**src/rtl/way_arbiter_if.sv**
```systemverilog
// Requester/downstream bundle for way_arbiter.
//   req       : level request, one bit per requester
//   req_len   : packed burst lengths, requester i at [i*LEN_WIDTH +: LEN_WIDTH]
//   bus_ready : downstream accepts one beat this cycle
//   gnt       : one-hot registered grant
//   gnt_id    : binary index of the granted requester (valid while busy)
//   busy      : burst in progress
//   done      : one-cycle pulse after the last beat is accepted
// The slave modport is the arbiter's view; master is the requester/downstream side.
interface way_arbiter_if #(
  parameter int unsigned SLV_NUM   = 3,
  parameter int unsigned LEN_WIDTH = 4,
  parameter int unsigned ID_WIDTH  = 2
);
  logic [SLV_NUM-1:0]           req;
  logic [SLV_NUM*LEN_WIDTH-1:0] req_len;
  logic                         bus_ready;
  logic [SLV_NUM-1:0]           gnt;
  logic [ID_WIDTH-1:0]          gnt_id;
  logic                         busy;
  logic                         done;

  modport master (
    output req, req_len, bus_ready,
    input  gnt, gnt_id, busy, done
  );

  modport slave (
    input  req, req_len, bus_ready,
    output gnt, gnt_id, busy, done
  );
endinterface

```
**src/rtl/way_arbiter.sv**
```systemverilog
// Burst arbiter for a shared downstream port.
// Ports:
//   pclk   : clock, rising edge
//   rst_b  : asynchronous active-low reset
//   way_en : per-requester enable mask (config register)
//   qos_en : 1 = fixed priority (index 0 highest), 0 = round-robin
//   bus    : way_arbiter_if slave (req/req_len/bus_ready in, gnt/gnt_id/busy/done out)
// A winner holds the port for len+1 beats, each beat counted on bus_ready.
module way_arbiter #(
  parameter int unsigned SLV_NUM   = 3,
  parameter int unsigned LEN_WIDTH = 4,
  parameter int unsigned ID_WIDTH  = 2
) (
  input  logic               pclk,
  input  logic               rst_b,
  input  logic [SLV_NUM-1:0] way_en,
  input  logic               qos_en,
  way_arbiter_if.slave       bus
);

  typedef enum logic {StIdle, StBusy} state_e;

  state_e               state;
  logic [ID_WIDTH-1:0]  rr_ptr;
  logic [LEN_WIDTH-1:0] beat_cnt;

  logic [SLV_NUM-1:0]   eligible;
  logic                 lo_found;
  logic                 hi_found;
  logic [ID_WIDTH-1:0]  lo_id;
  logic [ID_WIDTH-1:0]  hi_id;
  logic [ID_WIDTH-1:0]  win_id;
  logic [ID_WIDTH-1:0]  rr_next;
  logic [SLV_NUM-1:0]   win_oh;
  logic [LEN_WIDTH-1:0] win_len;

  assign eligible = bus.req & way_en;

  // Round-robin from rr_ptr is "lowest eligible at or above rr_ptr, else lowest
  // eligible overall"; fixed priority is simply the lowest eligible.
  always_comb begin
    lo_found = 1'b0;
    hi_found = 1'b0;
    lo_id    = '0;
    hi_id    = '0;
    for (int unsigned i = 0; i < SLV_NUM; i++) begin
      if (eligible[i] && !lo_found) begin
        lo_found = 1'b1;
        lo_id    = ID_WIDTH'(i);
      end
      if (eligible[i] && !hi_found && (i >= 32'(rr_ptr))) begin
        hi_found = 1'b1;
        hi_id    = ID_WIDTH'(i);
      end
    end
    win_id = (!qos_en && hi_found) ? hi_id : lo_id;
  end

  always_comb begin
    win_oh  = '0;
    win_len = '0;
    for (int unsigned i = 0; i < SLV_NUM; i++) begin
      if (ID_WIDTH'(i) == win_id) begin
        win_oh[i] = 1'b1;
        win_len   = bus.req_len[i*LEN_WIDTH +: LEN_WIDTH];
      end
    end
    rr_next = (32'(win_id) == SLV_NUM - 1) ? '0 : win_id + ID_WIDTH'(1);
  end

  always_ff @(posedge pclk or negedge rst_b) begin
    if (!rst_b) begin
      state      <= StIdle;
      rr_ptr     <= '0;
      beat_cnt   <= '0;
      bus.gnt    <= '0;
      bus.gnt_id <= '0;
      bus.busy   <= 1'b0;
      bus.done   <= 1'b0;
    end else begin
      bus.done <= 1'b0;
      unique case (state)
        StIdle: begin
          if (lo_found) begin
            state      <= StBusy;
            beat_cnt   <= win_len;
            bus.gnt    <= win_oh;
            bus.gnt_id <= win_id;
            bus.busy   <= 1'b1;
            // Pointer advances on every grant, fixed-priority ones included.
            rr_ptr     <= rr_next;
          end else begin
            bus.gnt <= '0;
          end
        end
        StBusy: begin
          if (bus.bus_ready) begin
            if (beat_cnt != '0) begin
              beat_cnt <= beat_cnt - LEN_WIDTH'(1);
            end else begin
              state    <= StIdle;
              bus.gnt  <= '0;
              bus.busy <= 1'b0;
              bus.done <= 1'b1;
            end
          end
        end
        default: state <= StIdle;
      endcase
    end
  end

endmodule

```
**src/flat_wrapper.sv**
```systemverilog
// flat-port wrapper written by rule: the top's interface ports become plain ports
module way_arbiter_flat 
#(
  parameter int unsigned SLV_NUM   = 3,
  parameter int unsigned LEN_WIDTH = 4,
  parameter int unsigned ID_WIDTH  = 2
)
  (pclk, rst_b, way_en, qos_en, bus_req, bus_req_len, bus_bus_ready, bus_gnt, bus_gnt_id, bus_busy, bus_done);
  way_arbiter_if #(.SLV_NUM(SLV_NUM), .LEN_WIDTH(LEN_WIDTH), .ID_WIDTH(ID_WIDTH)) bus_i ();
  input  logic pclk;
  input  logic rst_b;
  input  logic [SLV_NUM-1:0] way_en;
  input  logic qos_en;
  input wire logic [$bits(bus_i.req)-1:0] bus_req;
  input wire logic [$bits(bus_i.req_len)-1:0] bus_req_len;
  input wire logic [$bits(bus_i.bus_ready)-1:0] bus_bus_ready;
  output wire logic [$bits(bus_i.gnt)-1:0] bus_gnt;
  output wire logic [$bits(bus_i.gnt_id)-1:0] bus_gnt_id;
  output wire logic [$bits(bus_i.busy)-1:0] bus_busy;
  output wire logic [$bits(bus_i.done)-1:0] bus_done;
  assign bus_i.req = bus_req;
  assign bus_i.req_len = bus_req_len;
  assign bus_i.bus_ready = bus_bus_ready;
  assign bus_gnt = bus_i.gnt;
  assign bus_gnt_id = bus_i.gnt_id;
  assign bus_busy = bus_i.busy;
  assign bus_done = bus_i.done;
  way_arbiter #(.SLV_NUM(SLV_NUM), .LEN_WIDTH(LEN_WIDTH), .ID_WIDTH(ID_WIDTH)) u_core (.pclk(pclk), .rst_b(rst_b), .way_en(way_en), .qos_en(qos_en), .bus(bus_i));
endmodule
```
**config.mk**
```make
export PLATFORM = sky130hd
export DESIGN_NAME = way_arbiter_flat
export DESIGN_NICKNAME = d
export VERILOG_FILES = /design/src/rtl/way_arbiter_if.sv /design/src/rtl/way_arbiter.sv /design/src/flat_wrapper.sv
export SDC_FILE = /design/constraint.sdc
export NUM_CORES = 1
export LEC_CHECK = 0
export ABC_AREA = 1
export BUFFER_PORTS_ARGS = -buffer_cell sky130_fd_sc_hd__buf_2
export CORE_UTILIZATION = 45
export CTS_BUF_LIST = sky130_fd_sc_hd__clkbuf_8
export CTS_CLUSTER_DIAMETER = 50
export CTS_CLUSTER_SIZE = 12
export DETAILED_ROUTE_END_ITERATION = 8
export PLACE_DENSITY_LB_ADDON = 0.05
export SLEW_MARGIN = 20
export SYNTH_ARGS = -nofsm -noshare
export SYNTH_HDL_FRONTEND = slang
export SYNTH_SLANG_ARGS = --single-unit
```
**constraint.sdc**
```tcl
create_clock -name pclk -period 1.5 [get_ports pclk]
set_clock_uncertainty 0.15 [all_clocks]
set_input_delay 0.3 -clock pclk [delete_from_list [all_inputs] [get_ports pclk]]
set_output_delay 0.3 -clock pclk [all_outputs]
set_load 0.01 [all_outputs]
```
==> results.yml, run 1 <==
outcome:
  outcome: "finished with violations"
  violations: "negative setup slack"
route:
  vias_per_cell: 4.98
  wl_per_cell_um: 11.2
  drt_pass1_iterations: 7
  antenna_left: 0
  drc: 0
  drtIter0Drc: 18
  wirelength_mm: 2.09
  dr_total_vias: 926
setup_path:
  slowest_delay_ns: 0.39
  rr_startpoint: "u_core.rr_ptr[0]"
  worstRegToRegCells: 10
  r2r-end: "u_core.beat_cnt[3]"
  worstPathCellList: "nand2_1 -> nand2_1 -> nand3_2 -> nand2_2 -> nand2_4 -> buf_4 -> nand4_1 -> nand2_1 -> o21bai_1 -> nand2_1"
  crit_fanout: 4
  cp.required_ns: 1.48
  cp_common_cell: "nand2_1"
  cp-start-kind: "flop"
  arrival_ns: 1.48
  path_class: "flop to flop"
  slowest_stage: "dfrtp_1"
  endpoint_kind: "flop"
  r2r_slack_ns: -0.0005
hold_path:
  hold_class: "input pin to flop"
  hold_end: "u_core.beat_cnt[3]"
  hp-start: "bus_req_len[7]"
  holdPathStages: 5
logic_synthesis:
  synth_top_family_by_area: "simple AND/OR/NAND/NOR gates"
  synth_top_area_share_pct: 39.5
  synth-main-ff-cell: "dfrtp_1"
  synth_nets: 141
  yosysTopAreaCell: "dfrtp_1"
  synthAdderAreaFrac_pct: 2.82
  ys_seq_elements: 14
  yosysMostFrequentCell: "nand2_1"
  synth_cell_type_count: 24
  synth_compound_area_share_pct: 6.06
  synthSimpleGateAreaFrac_pct: 43.7
  yosys_warnings: 0
  synth.mux.area_fraction_pct: 0
  ys_seq_area_share_pct: 39.5
  yosys-top-cells-count: "nand2_1 (44), dfrtp_1 (14), nand2_2 (8)"
  synth_edf_count: 0
  synth_xor_area_share_pct: 1.97
  syn_area_per_cell_um2: 7.58
  synth_area_leaders: "dfrtp_1 (39%), nand2_1 (19%), nand2_2 (5.6%)"
  synthArstFlopShare_pct: 100
  syn-instance-count: 117
  netlist_area_um2: 887
global_route:
  grt_pass1_vias: 813
  grt_start_max_net_pins: 15
  grt_usage_pct: 22.4
  antenna_found_initial: 0
  grt_pass1_wl_mm: 3.28
  overflow: 0
cts:
  cts.clk_slew.worst_paths_ns: 0.05
  cts_htree_levels: 1
  clock_sinks: 14
  cts-root-buf: "clkbuf_8"
  numCtsBuffers: 3
  cts_tree: "yes"
  insertion_delay_ns: 0.24
  cts.path.max_buffers: 2
finish:
  antenna_cells: 0
  layout.cells.non_filler: 186
  nets: 187
  drive_gt1_share_pct: 45.3
  synthToLayoutAreaGrowth_pct: 39.2
die:
  die_w_um: 46.4
  io_pins: 29
  die_area_um2: 2150
  initial_core_util_pct: 49.8
  num_rows: 15
  core-area_um2: 1780
  fp.dieH_um: 46.4
timing:
  tightest_slew_ns: 0.328
  slew-limit-headroom_pct: 78.1
  period_needed_ns: 1.50
  setup_ws_ns: -0.000525
  slew_viol_final: 0
  finalCritPeriodShare_pct: 100
  setup_viol: 1
  setup_tns_ns: -0.000525
  rsz0062_at_grt: "yes"
  finalHoldViolCount: 0
  fmax_mhz: 666
pwr:
  power_density_nw_per_um2: 1770
  total_power_uw: 2190
  power.leakage_uw: 0.000694
  peakVddDrop_mv: 1.02
placement:
  place_congestion: 0.841
  port_buffers: 28
  post-place-cells: 175
  hpwlAfterDp_mm: 1.57
flow_run:
  drv_cap: 0
## critical path: cells and delay by family (launching register included)
family	cells	cell delay, ns
DFF	1	0.39
and+or+nand+nor	8	0.60
AOI/OAI and AO/OA	1	0.12
buffers and inverters	1	0.14
## per-layer routing
metal  part of all wire [%]  GRT usage [%]  vias to the layer above  wire length, µm
li1                       -              -                      471                -
met1                     44           26.6                      407              924
met2                     45           34.7                       41              947
met3                    7.5           5.49                        7              157
met4                    2.6           15.9                        0               55
met5                      0              0                        -                0
## stage by stage
step / worst slack [ns] / hold slack, ns / util (%) / cell area, µm²
3_5_place_dp: -0.0225 / 0.0695 / 61.6 / 1100
5_1_grt: -0.156 / 0.234 / 69.3 / 1230
6_report: -0.000525 / 0.219 / 69.3 / 1230
3_3_place_gp: 0.0158 / 0.0722 / 61.6 / 1100
2_1_floorplan: 0.0949 / -0.146 / - / 887
4_1_cts: 0.00385 / 0.209 / 68.6 / 1220
## what timing repair did
item	CTS	global route
hold endpoints to repair	14	0
setup buffers	6	1
resized for setup	7	2
endpoints found under the setup margin	2	5
hold buffers	1	0
pin swaps	4	5
## placed cells by master (no fill, tap or decap)
cell type,netlist,routed
nand3_1,7,6
inv_2,4,6
dfrtp_1,14,14
o21ai_1,2,2
o21ai_0,2,2
nand3b_1,2,2
nand4_1,5,5
xor2_1,2,2
nand3_2,2,3
inv_4,1,1
buf_2,1,28
inv_1,4,2
nor2_1,4,3
nand2_4,4,4
nor2_2,1,2
a21oi_1,2,2
buf_4,1,14
clkinv_1,1,1
o21ai_4,0,1
ha_4,0,1
nor3_1,1,1
o21bai_1,2,2
ha_1,2,1
dlygate4sd3_1,0,1
clkbuf_8,0,3
nand2_1,44,42
nand2_2,8,10
## power breakdown
part           switching, µW  leakage (µW)  internal [µW]
sequential               113      0.000172            555
combinational            642      0.000500            580
clock                    122     0.0000216            177
total                    878      0.000694           1310
## final cells by class
type	count	area, µm²
Clock buffer	3	41.3
Tap cell	25	31.3
Timing Repair Buffer	43	255
Sequential cell	14	350
Inverter	10	40.0
Fill cell	153	548
Multi-Input combinational cell	91	517
## how the worst max path moves through the flow
stage	startpoint	end	slack, ns
CTS	u_core.rr_ptr[1]	u_core.beat_cnt[0]	0.004
detailed placement	bus_req[2]	u_core.beat_cnt[0]	-0.02
global route	u_core.rr_ptr[1]	u_core.beat_cnt[0]	-0.16
floorplan	u_core.beat_cnt[0]	u_core.beat_cnt[3]	0.09
global placement	bus_req[2]	u_core.beat_cnt[0]	0.02
finish	u_core.rr_ptr[0]	u_core.beat_cnt[3]	-0.0005
## state kept, by name (all words and copies together) (netlist names)
name               count
u_core.bus.busy        1
u_core.bus.done        1
u_core.bus.gnt         3
u_core.state           1
u_core.rr_ptr          2
u_core.beat_cnt        4
u_core.bus.gnt_id      2
## cells by family (layout without fill, tap and decap cells)
family          count (synthesis)  in the layout
simple gates                   78             78
flops                          14             14
buf+inv                        12             56
compound gates                  9              9
fa+ha+maj                       2              2
xor+xnor                        2              2
No activity file was read; power rests on OpenSTA's default activity.
==> inputs of run 2 (changes only) <==
CORE_MARGIN = 1.5   (was unset)
REMOVE_ABC_BUFFERS = 1   (was unset)
==> run 2 against run 1 <==
  * Sequential power hardly changed
  * Fmax hardly changed
  * Final cell count is 0.54% lower
  * Combinational power hardly changed
  * Flip-flop and latch count stayed put
  * Register-to-register slack hardly changed
  * Clock power is 23% higher
  * The run still ends with negative setup slack left
  * Critical path type unchanged
  * Count of clock-buffer cells in the layout is 1 higher
  * First-iteration DRC count is 61% lower
==> results.yml, run 2 (same netlist as run 1, synthesis figures left out) <==
global_route:
  grt_start_max_net_pins: 15
  grt_usage_pct: 20.2
  antenna_found_initial: 0
  grt_pass1_wl_mm: 3.06
  grt_pass1_vias: 699
  overflow: 0
cts:
  cts_tree: "yes"
  cts_htree_levels: 1
  cts.clk_slew.worst_paths_ns: 0.06
  clock_sinks: 14
  cts-root-buf: "clkbuf_8"
  cts.path.max_buffers: 2
  numCtsBuffers: 3
  insertion_delay_ns: 0.25
route:
  drc: 0
  dr_total_vias: 902
  wl_per_cell_um: 11.8
  wirelength_mm: 2.18
  drtIter0Drc: 7
  antenna_left: 0
  drt_pass1_iterations: 4
  vias_per_cell: 4.88
pwr:
  power_density_nw_per_um2: 1820
  peakVddDrop_mv: 1.11
  power.leakage_uw: 0.000695
timing:
  finalHoldViolCount: 0
  fmax_mhz: 666
  tightest_slew_ns: 0.343
  rsz0062_at_grt: "yes"
  setup_ws_ns: -0.000682
  period_needed_ns: 1.50
  slew-limit-headroom_pct: 77.1
  slew_viol_final: 0
  finalCritPeriodShare_pct: 100
  setup_viol: 1
  setup_tns_ns: -0.000682
hold_path:
  hold_class: "input pin to flop"
finish:
  largest_registers: "u_core.beat_cnt (4), u_core.bus.gnt (3)"
  nets: 185
  final_common_cell: "nand2_1"
  finalInstanceArea_um2: 1250
  fill_cells: 166
  fin_util_pct: 70.2
  largest_register_ffs: 4
  drive_gt1_share_pct: 47.5
  antenna_cells: 0
  final_cell_mix: "nand2_1 (39), buf_2 (28), dfrtp_1 (14), nand2_2 (13), buf_4 (11)"
  top_register: "u_core.beat_cnt"
  synthToLayoutAreaGrowth_pct: 41.2
die:
  die_area_um2: 2250
  initial_core_util_pct: 49.8
  die_w_um: 47.4
  core-area_um2: 1780
  io_pins: 29
  fp.dieH_um: 47.4
  num_rows: 15
outcome:
  outcome: "finished with violations"
  violations: "negative setup slack"
placement:
  place_congestion: 0.872
  hpwlAfterDp_mm: 1.53
  port_buffers: 28
  place_area_um2: 1100
  pre_cts_slack_ns: -0.0266
setup_path:
  arrival_ns: 1.49
  endpoint_kind: "flop"
  path_class: "flop to flop"
  cp-start-kind: "flop"
  worstPathCellList: "nor2_2 -> nand2_2 -> nand2_2 -> nand2_2 -> nand2_4 -> inv_4 -> nand2_2 -> nand2_1 -> nand3b_1 -> nand2_1 -> nand2_1"
  slowest_delay_ns: 0.40
  cp.required_ns: 1.49
  cp_common_cell: "nand2_2"
  path_buf_inv: 1
  crit_fanout: 5
  slowest_stage: "dfrtp_1"
  cp_top_family: "simple AND/OR/NAND/NOR gates"
flow_run:
  drv_cap: 0
-- run 2: path summary, 6_finish.rpt --
check | startpoint | end | slack, ns | cells past startpoint
max | u_core.rr_ptr[0] | u_core.beat_cnt[1] | -0.0007 | 11
min | bus_req_len[7] | u_core.beat_cnt[3] | 0.21 | 5
max reg2reg | u_core.rr_ptr[0] | u_core.beat_cnt[1] | -0.0007 | 11
min reg2reg | u_core.bus.gnt_id[0] | u_core.bus.gnt_id[0] | 0.32 | 2
max in group asynchronous | rst_b | u_core.rr_ptr[1] | 0.60 | 2
min in group asynchronous | rst_b | u_core.beat_cnt[0] | 0.33 | 2
-- run 2: timing repair --
item	in CTS	in global routing
resized for setup	5	10
pin swaps	1	3
setup endpoints to repair	3	4
buffers inserted	1	4
cloned	0	0
endpoints found under the hold margin	14	0
hold buffers	1	0
-- run 2: per-stage QoR --
step                hold slack [ns]  std cells  total power, µW
floorplan                    -0.146        115             1330
global placement             0.0751        175             1680
detailed placement           0.0725        175             1710
CTS                           0.218        181             2150
global route                  0.226        185             2470
finish                        0.211        185             2280
-- run 2: routing by layer --
layer | share of wire [%] | vias to the layer above | wire [µm] | global-route usage [%]
li1 | - | 461 | - | -
met1 | 46 | 413 | 1010 | 27.4
met2 | 47 | 23 | 1030 | 31.4
met3 | 5.1 | 5 | 111 | 5.38
met4 | 1.2 | 0 | 26 | 6.67
met5 | 0 | - | 0 | 0
-- run 2: cell type report --
class / count / area, µm² / area share, %
Multi-Input combinational cell: 91 / 532 / 42.5
Sequential cell: 14 / 350 / 28.0
Timing Repair Buffer: 41 / 244 / 19.5
Clock buffer: 4 / 55.1 / 4.40
Inverter: 10 / 40.0 / 3.20
Tap cell: 25 / 31.3 / 2.50
-- run 2: worst min-delay path: cells and delay by family --
family / cells / cell delay (ns)
and+or+nand+nor: 3 / 0.13
buffers and inverters: 1 / 0.09
AOI/OAI and AO/OA: 1 / 0.06
-- run 2: report_power, final --
group	switching [µW]	internal, µW	total [µW]
registers	116	555	670
logic	664	583	1250
clock network	135	232	368
